## config.mk

```make
export PLATFORM = sky130hd
export DESIGN_NAME = mux_nx1_rr
export DESIGN_NICKNAME = d
export VERILOG_FILES = /design/src/rtl/mux_nx1_rr.sv
export SDC_FILE = /design/constraint.sdc
export NUM_CORES = 1
export LEC_CHECK = 0
export CORE_AREA = 2 2 49 51
export DETAILED_ROUTE_END_ITERATION = 6
export DIE_AREA = 0 0 51 53
export DONT_BUFFER_PORTS = 1
export GPL_TIMING_DRIVEN = 0
export PLACE_DENSITY = 0.66
export SYNTH_ARGS = -nofsm -noshare
export SYNTH_HDL_FRONTEND = slang
export SYNTH_SLANG_ARGS = --single-unit
```

## constraint.sdc

```tcl
create_clock -name clk -period 3.65 [get_ports clk]
set_clock_uncertainty 0.2 [all_clocks]
set_input_delay 0.73 -clock clk [delete_from_list [all_inputs] [get_ports clk]]
set_output_delay 0.73 -clock clk [all_outputs]
set_load 0.02 [all_outputs]
```

## src/rtl/mux_nx1_rr.sv

```systemverilog
// ---------------------------------------------------------------------------
// mux_nx1_rr
// Registered N-to-1 data multiplexer with per-channel valid/ready inputs and
// a single-entry valid/ready output slice. The channel is chosen either by an
// external index (manual mode) or by a fair round-robin pointer.
//
// Parameters:
//   WIDTH  - data bits per channel
//   N_IN   - number of input channels (2..16)
//   SEL_W  - width of sel / out_ch, $clog2(N_IN)
//
// Ports:
//   clk        system clock, rising edge
//   rst_n      asynchronous active-low reset
//   mode       0 = manual (use sel), 1 = round-robin
//   sel        channel index used in manual mode
//   in_data    flattened channel data, channel i at [i*WIDTH +: WIDTH]
//   in_valid   per-channel valid
//   in_ready   per-channel ready, at most one bit high
//   saida      registered output data
//   out_valid  saida holds an unconsumed word
//   out_ready  consumer accepts saida
//   out_ch     channel that supplied saida
//   cnt_clr    (MUX_CNT_EN only) synchronous clear of all grant counters
//   grant_cnt  (MUX_CNT_EN only) saturating 16-bit per-channel transfer
//              counters, channel i at [i*16 +: 16]
//
// Optional feature: define MUX_CNT_EN to add the per-channel grant counters.
// ---------------------------------------------------------------------------
module mux_nx1_rr #(
    parameter int WIDTH = 8,
    parameter int N_IN  = 4,
    localparam int SEL_W = $clog2(N_IN)
) (
    input  logic                    clk,
    input  logic                    rst_n,
    input  logic                    mode,
    input  logic [SEL_W-1:0]        sel,
    input  logic [N_IN*WIDTH-1:0]   in_data,
    input  logic [N_IN-1:0]         in_valid,
    output logic [N_IN-1:0]         in_ready,
    output logic [WIDTH-1:0]        saida,
    output logic                    out_valid,
    input  logic                    out_ready,
    output logic [SEL_W-1:0]        out_ch
`ifdef MUX_CNT_EN
    ,
    input  logic                    cnt_clr,
    output logic [N_IN*16-1:0]      grant_cnt
`endif
);

    logic [WIDTH-1:0] saida_q, saida_d;
    logic             out_valid_q, out_valid_d;
    logic [SEL_W-1:0] out_ch_q, out_ch_d;
    logic [SEL_W-1:0] ptr_q, ptr_d;

    logic             load_en;
    logic [SEL_W-1:0] grant;
    logic             grant_vld;
    logic [SEL_W:0]   rr_idx;
    logic [N_IN-1:0]  ready_c;
    logic             xfer;
    logic [WIDTH-1:0] grant_data;

    // Grant selection. In round-robin mode the search starts at ptr and wraps
    // around; the index is kept one bit wider so ptr+k can be folded back
    // into range with a single subtraction (ptr < N_IN, k < N_IN).
    always_comb begin
        load_en   = !out_valid_q || out_ready;
        grant     = '0;
        grant_vld = 1'b0;
        rr_idx    = '0;
        if (mode) begin
            for (int k = 0; k < N_IN; k++) begin
                rr_idx = {1'b0, ptr_q} + (SEL_W+1)'(k);
                if (rr_idx >= (SEL_W+1)'(N_IN)) begin
                    rr_idx = rr_idx - (SEL_W+1)'(N_IN);
                end
                if (!grant_vld && in_valid[rr_idx[SEL_W-1:0]]) begin
                    grant     = rr_idx[SEL_W-1:0];
                    grant_vld = 1'b1;
                end
            end
        end else if ({1'b0, sel} < (SEL_W+1)'(N_IN)) begin
            grant     = sel;
            grant_vld = 1'b1;
        end
    end

    // Ready goes only to the granted channel and only when the slice can
    // take a word; a manual grant to an idle channel still shows ready.
    always_comb begin
        ready_c    = '0;
        grant_data = '0;
        for (int i = 0; i < N_IN; i++) begin
            if (grant == SEL_W'(i)) begin
                ready_c[i] = load_en && grant_vld;
                grant_data = in_data[i*WIDTH +: WIDTH];
            end
        end
        xfer = |(ready_c & in_valid);
    end

    assign in_ready = ready_c;

    // Output slice and round-robin pointer next state. A load takes priority
    // over a drain so a word can be replaced in the cycle it is consumed.
    always_comb begin
        saida_d     = saida_q;
        out_valid_d = out_valid_q;
        out_ch_d    = out_ch_q;
        ptr_d       = ptr_q;
        if (xfer) begin
            saida_d     = grant_data;
            out_valid_d = 1'b1;
            out_ch_d    = grant;
            if (mode) begin
                ptr_d = (grant == SEL_W'(N_IN-1)) ? '0 : grant + SEL_W'(1);
            end
        end else if (out_valid_q && out_ready) begin
            out_valid_d = 1'b0;
        end
    end

    always_ff @(posedge clk or negedge rst_n) begin
        if (!rst_n) begin
            saida_q     <= '0;
            out_valid_q <= 1'b0;
            out_ch_q    <= '0;
            ptr_q       <= '0;
        end else begin
            saida_q     <= saida_d;
            out_valid_q <= out_valid_d;
            out_ch_q    <= out_ch_d;
            ptr_q       <= ptr_d;
        end
    end

    assign saida     = saida_q;
    assign out_valid = out_valid_q;
    assign out_ch    = out_ch_q;

`ifdef MUX_CNT_EN
    logic [15:0] cnt_q [N_IN];
    logic [15:0] cnt_d [N_IN];

    // Per-channel transfer counters; clear beats a simultaneous increment
    // and each field sticks at all-ones.
    always_comb begin
        for (int i = 0; i < N_IN; i++) begin
            cnt_d[i] = cnt_q[i];
            if (cnt_clr) begin
                cnt_d[i] = '0;
            end else if (xfer && (grant == SEL_W'(i)) && (cnt_q[i] != 16'hFFFF)) begin
                cnt_d[i] = cnt_q[i] + 16'd1;
            end
        end
    end

    always_ff @(posedge clk or negedge rst_n) begin
        if (!rst_n) begin
            for (int i = 0; i < N_IN; i++) begin
                cnt_q[i] <= '0;
            end
        end else begin
            for (int i = 0; i < N_IN; i++) begin
                cnt_q[i] <= cnt_d[i];
            end
        end
    end

    always_comb begin
        grant_cnt = '0;
        for (int i = 0; i < N_IN; i++) begin
            grant_cnt[i*16 +: 16] = cnt_q[i];
        end
    end
`endif

endmodule

```

# Word level (Yosys, flattened, before mapping)

Index checks and enable logic that the tools add are counted.

Bits in registers: 13
Bits of input ports: 42
Output and inout port bits: 15
Logic and storage cells: 78

Add/subtract/negate cells: 8
Order comparisons: 8
Eq/ne operators: 3
Mux-type cells: 40
Bitwise logic cells: 1
Reduce and logical (&&, ||, !) cells: 14

Operators by type and width:

| cell                | number |
|---|---|
| $mux 8              | 4 |
| $mux 2              | 14 |
| $mux 1              | 18 |
| $lt 2x3->1 const B  | 4 |
| $ge 3x3->1 const B  | 3 |
| $bmux 1 s2          | 4 |
| $sub 2x1->2 const B | 4 |
| $add 2x2->3 const B | 2 |
| $logic_and 1x1->1   | 5 |
| $and 4x4->4         | 1 |
| $eq 2x2->1 const B  | 2 |
| $logic_not 1->1     | 4 |
| $reduce_or 4->1     | 1 |
| $add 2x1->3 const B | 1 |
| $ge 2x3->1 const B  | 1 |
| $add 2x1->2 const B | 1 |
| $eq 2x1->1 const B  | 1 |
| $logic_not 2->1     | 1 |
| $reduce_and 2->1    | 1 |
| $reduce_bool 2->1   | 1 |
| $logic_or 1x1->1    | 1 |

# Logic depth before layout (Yosys ltp)

Word-level depth: 24
Mapped depth: 11
Gate-level depth less buffers: 9

# Worst setup path after synthesis

OpenSTA, ideal clock, no wires.

Path type: input -> output
Start point: input in_valid[3]
End point: output in_ready[3]
Arrival: 2.155 ns
Data required time: 2.720 ns
Path slack: 0.565 ns
Cell stages on the path: 8
Buffers on the path: 2
Cells stage by stage: nand2b_1 -> a21o_1 -> nand4_1 -> o21ai_0 -> ha_1 -> buf_2 -> clkbuf_1 -> and2_1

Cells in the longest elaborated chain, start to end: 18
Elaborated cells between the ends (all ways): 30
Classes of those cells: 1 x eq/ne; 22 x mux; 7 x reduce/logical

Ends and longest elaborated chain:

| what                         | RTL line | source |
|---|---|---|
| from (decl)                  | 40       | `input logic [N_IN-1:0] in_valid,` |
| $bmux 1 s2                   | 80       | `if (!grant_vld && in_valid[rr_idx[SEL_W-1:0]]) begin` |
| $mux 1 (implied by the code) | 80       |  |
| $mux 1                       | 80       |  |
| $mux 1                       | 74       | `if (mode) begin` |
| $logic_not 1->1              | 80       |  |
| $logic_and 1x1->1            | 80       |  |
| $mux 1                       | 80       |  |
| $mux 1                       | 74       |  |
| (+3 left out)                | -        |  |
| $mux 1                       | 74       |  |
| $logic_not 1->1              | 80       |  |
| $logic_and 1x1->1            | 80       |  |
| $mux 2 *                     | 80       |  |
| $mux 2 *                     | 74       |  |
| net grant[0]                 | 59       | `logic [SEL_W-1:0] grant;` |
| $eq 2x2->1 *                 | 97       | `if (grant == SEL_W'(i)) begin` |
| $mux 1 *                     | 97       |  |
| to (decl)                    | 41       | `output logic [N_IN-1:0] in_ready,` |

Mark *: on every way through the listed nets, which the timed path passes. The rest lies on a longest branch. The select of a mux whose other input is x is not followed.

# Final worst setup path

Start point: register ptr_q[1]
End point: output in_ready[3]

Cells in the longest elaborated chain, start to end: 21
Elaborated cells between the ends (all ways): 49
Classes of those cells: 7 x add/sub; 4 x order compare; 1 x eq/ne; 30 x mux; 7 x reduce/logical

Ends and longest elaborated chain:

| what                                      | RTL line | source |
|---|---|---|
| from (decl)                               | 56       | `logic [SEL_W-1:0] ptr_q, ptr_d;` |
| from (signal assigned)                    | 136      | `ptr_q <= ptr_d;` |
| $ge 2x3->1 or $sub 2x1->2 (tied branches) | 77, 78   |  |
| $mux 2                                    | 77       | `if (rr_idx >= (SEL_W+1)'(N_IN)) begin` |
| $mux 2                                    | 74       |  |
| $bmux 1 s2                                | 80       |  |
| $mux 1 (implied by the code)              | 80       |  |
| $mux 1                                    | 80       |  |
| $mux 1                                    | 74       |  |
| $logic_not 1->1                           | 80       |  |
| (+6 left out)                             | -        |  |
| $mux 1                                    | 74       |  |
| $logic_not 1->1                           | 80       |  |
| $logic_and 1x1->1                         | 80       |  |
| $mux 2 *                                  | 80       |  |
| $mux 2 *                                  | 74       |  |
| net grant[0]                              | 59       |  |
| $eq 2x2->1 *                              | 97       |  |
| $mux 1 *                                  | 97       |  |

Marked as above.

==> run metrics <==
register area share after synthesis 34.4%; Chip Height 53 um; syn avg cell area 8.45 um2; Tcrit/Tclk final 87.8%; Mapped Cells 112; die area 2700 um2; clock-pin slew on the worst setup and hold paths 0.08 ns; ANT nets after route 0; CTS Buf Count 3; CP cell instances nand2b_1 -> nand3_1 -> nand4_1 -> o21ai_0 -> ha_1 -> buf_2 -> and2_1; FMAX 0.312 GHz; Logic pwr share 43.3%; slowest stage delay, CP between 0.4 and 0.5 ns; Power Density ~760 nW/um2; P_int 413 uW; count of state elements after synthesis 13; share of cells above drive strength 1 12.9%; CTS tree done; CP Class flop to output port; vias per std cell 6.04; Critical-path top delay cell dfrtp_1; Antenna Cells 0; endpoints failing setup 0; worst path bufs/invs 1; max_slew headroom 60.4%; CTS root buf clkbuf_4; switching power of the nets 362 uW; Routed WL around 2500 um; critical path fanouts, max 18; area of the multi-input gates 548 um2; post-synth cell types 29; TNS Setup 0 ns; core area about 2100 um2; Sw Ratio 46.7%; clk_lat worst skew 0.27 ns; Starting DRT DRC Count 18; worst setup path endpoint in_ready[3]; Synthesized Nets between 150 and 200; Setup crit start ptr_q[1]$_DFFE_PN0P_; 1st-pass router iterations 4; Fillers about 230; Congestion Overflow GR 0; CP delay by family, top simple AND/OR/NAND/NOR gates; worst vdd ir 0.000424 V; outcome completed; total power draw about 770 uW; routed length per instance roughly 17 um; Initial Utilization roughly 44%; NumNets Final roughly 160; first-pass GRT wire length around 4000 um; # Post-CTS Setup Buffers 0; GPL Wtd Cong 0.796; DRC errors left 0; ys flop type dfrtp_1; Resized cells post-CTS 0; Layout area overhead 7.14%; FF-to-FF End ptr_q[1]$_DFFE_PN0P_; Critical Path AT between 2 and 2.5 ns; Worst Path Required 2.72 ns; EDFF count, synth 0; async set or reset register ratio after synthesis 100%; R2R cell count 10; Max Cap Violations 0; Clock power frac 11.5%; die extent in x ~51 um; vias in the first global route 894; I/O pins 57; min cycle time layout 3.21 ns; unrepaired setup endpoints after global routing false; Flop pwr share around 45%; Buffers on Ports 0; Leak 0.454 nW; Yosys warning count 0; H-tree depth 1; FF-to-FF setup slack 0.86 ns; Fin. Hold Viols 0; # rows 17; Final WS setup 0.444 ns; worst min path class primary input to flop; via count 870; CTS Sinks 13; detailed placer's ending HPWL between 2000 and 2500 um; Post-Syn Area 946 um2; DP Worst Slack 0.184 ns; commonest non-fill, non-tap cells in the layout nand2_1, dfrtp_1, nor2_1, inv_1, a31oi_1; Worst path depth 7; Final Max Tran Viols 0; critical path startpoint category flop; Max clock buf depth 2; CP Capture Type output port; pin count of the biggest net entering global routing 14; pin slew with the least headroom to its limit 0.592 ns; initial antenna violation count 0; Total Routing Usage GR 20.4%; Sequential Area 325 um2; RR Startpoint ptr_q[1]$_DFFE_PN0P_
==> worst reg2reg max path, cell delays in order (launching register included) <==
cell and delay, ns:
dfrtp_1 0.43, nand2b_1 0.18, nand3_1 0.11, nand4_1 0.16, o21ai_0 0.30, ha_1 0.20, buf_2 0.31, a22oi_2 0.10
a21oi_2 0.24, nand2_1 0.13, mux2_4 0.31
==> cell type report <==
cell class / count / area share (%)
multi-input combinational: 83 / 54.1
sequential: 13 / 32.1
buffer: 6 / 3.46
tap: 28 / 3.46
inverter: 9 / 3.33
clock buffer: 4 / 2.59
timing repair buffer: 1 / 0.988
==> through the flow <==
stage / std cells / util [%] / hold WS (ns) / area [um2]
4_1_cts: 145 / 47.3 / 0.393 / 1020
2_1_floorplan: 112 / - / 0.234 / 946
3_5_place_dp: 140 / 45.7 / 0.235 / 981
3_3_place_gp: 140 / 45.7 / 0.235 / 981
6_report: 144 / 47.2 / 0.396 / 1010
5_1_grt: 144 / 47.2 / 0.397 / 1010
==> state kept, by name, summed over array words and instances, names as in the netlist <==
register and cells:
out_valid 1, saida 8, out_ch 2, ptr_q 2
==> what timing repair did <==
item,in CTS,in global routing
endpoints found under the setup margin,0,1
hold buffers,1,0
endpoints found under the hold margin,13,0
==> per-layer routing <==
layer  track usage [%]  wire (um)
met1              20.6        996
met5                 0          0
met2              37.2       1240
met3              8.76        230
met4              7.66         21
==> kinds of logic after synthesis <==
family	Yosys count	share of synthesized area [%]
flip-flops	13	34.4
AND/OR/NAND/NOR	40	20.5
buffers and inverters	16	7.67
multiplexers	2	3.17
adder cells (fa/ha/maj)	4	5.29
AO/OA/AOI/OAI	37	29.0
==> worst min path at each step <==
stage          cells past startpoint  slack (ns)                     to                 start
3_3_place_gp                       0        0.23   saida[7]$_DFFE_PN0P_                 rst_n
2_1_floorplan                      0        0.23  out_ch[0]$_DFFE_PN0P_                 rst_n
3_5_place_dp                       0        0.23   saida[0]$_DFFE_PN0P_                 rst_n
4_1_cts                            1        0.39   ptr_q[0]$_DFFE_PN0P_  ptr_q[0]$_DFFE_PN0P_
6_report                           2        0.40   saida[0]$_DFFE_PN0P_           in_data[24]
5_1_grt                            2        0.40   saida[0]$_DFFE_PN0P_           in_data[24]
==> cell usage after synthesis, types with 2 or more instances <==
master | instances | area [um2]
o21ai_0 | 2 | 10.0
inv_1 | 9 | 33.8
a221oi_1 | 7 | 61.3
a31oi_1 | 9 | 56.3
ha_1 | 4 | 50.1
buf_4 | 2 | 15.0
a21oi_1 | 5 | 25.0
buf_2 | 4 | 20.0
a22oi_1 | 2 | 15.0
nand3_1 | 2 | 10.0
mux2_4 | 2 | 30.0
a211o_1 | 7 | 61.3
dfrtp_1 | 13 | 325
nand2_1 | 13 | 48.8
nor2_1 | 10 | 37.5
nand2b_1 | 3 | 18.8
and2_1 | 6 | 37.5
==> power by group through the flow <==
| stage | Combinational (mW) | Sequential [mW] | Clock [mW] |
|---|---|---|---|
| after floorplan | 0.277 | 0.336 | 0 |
| after global placement | 0.325 | 0.351 | 0 |
| after detailed placement | 0.337 | 0.354 | 0 |
| after CTS | 0.341 | 0.351 | 0.0907 |
| after global routing | 0.382 | 0.362 | 0.0982 |
| final | 0.335 | 0.350 | 0.0892 |
Note: power is estimated with default switching activity, not from simulation.
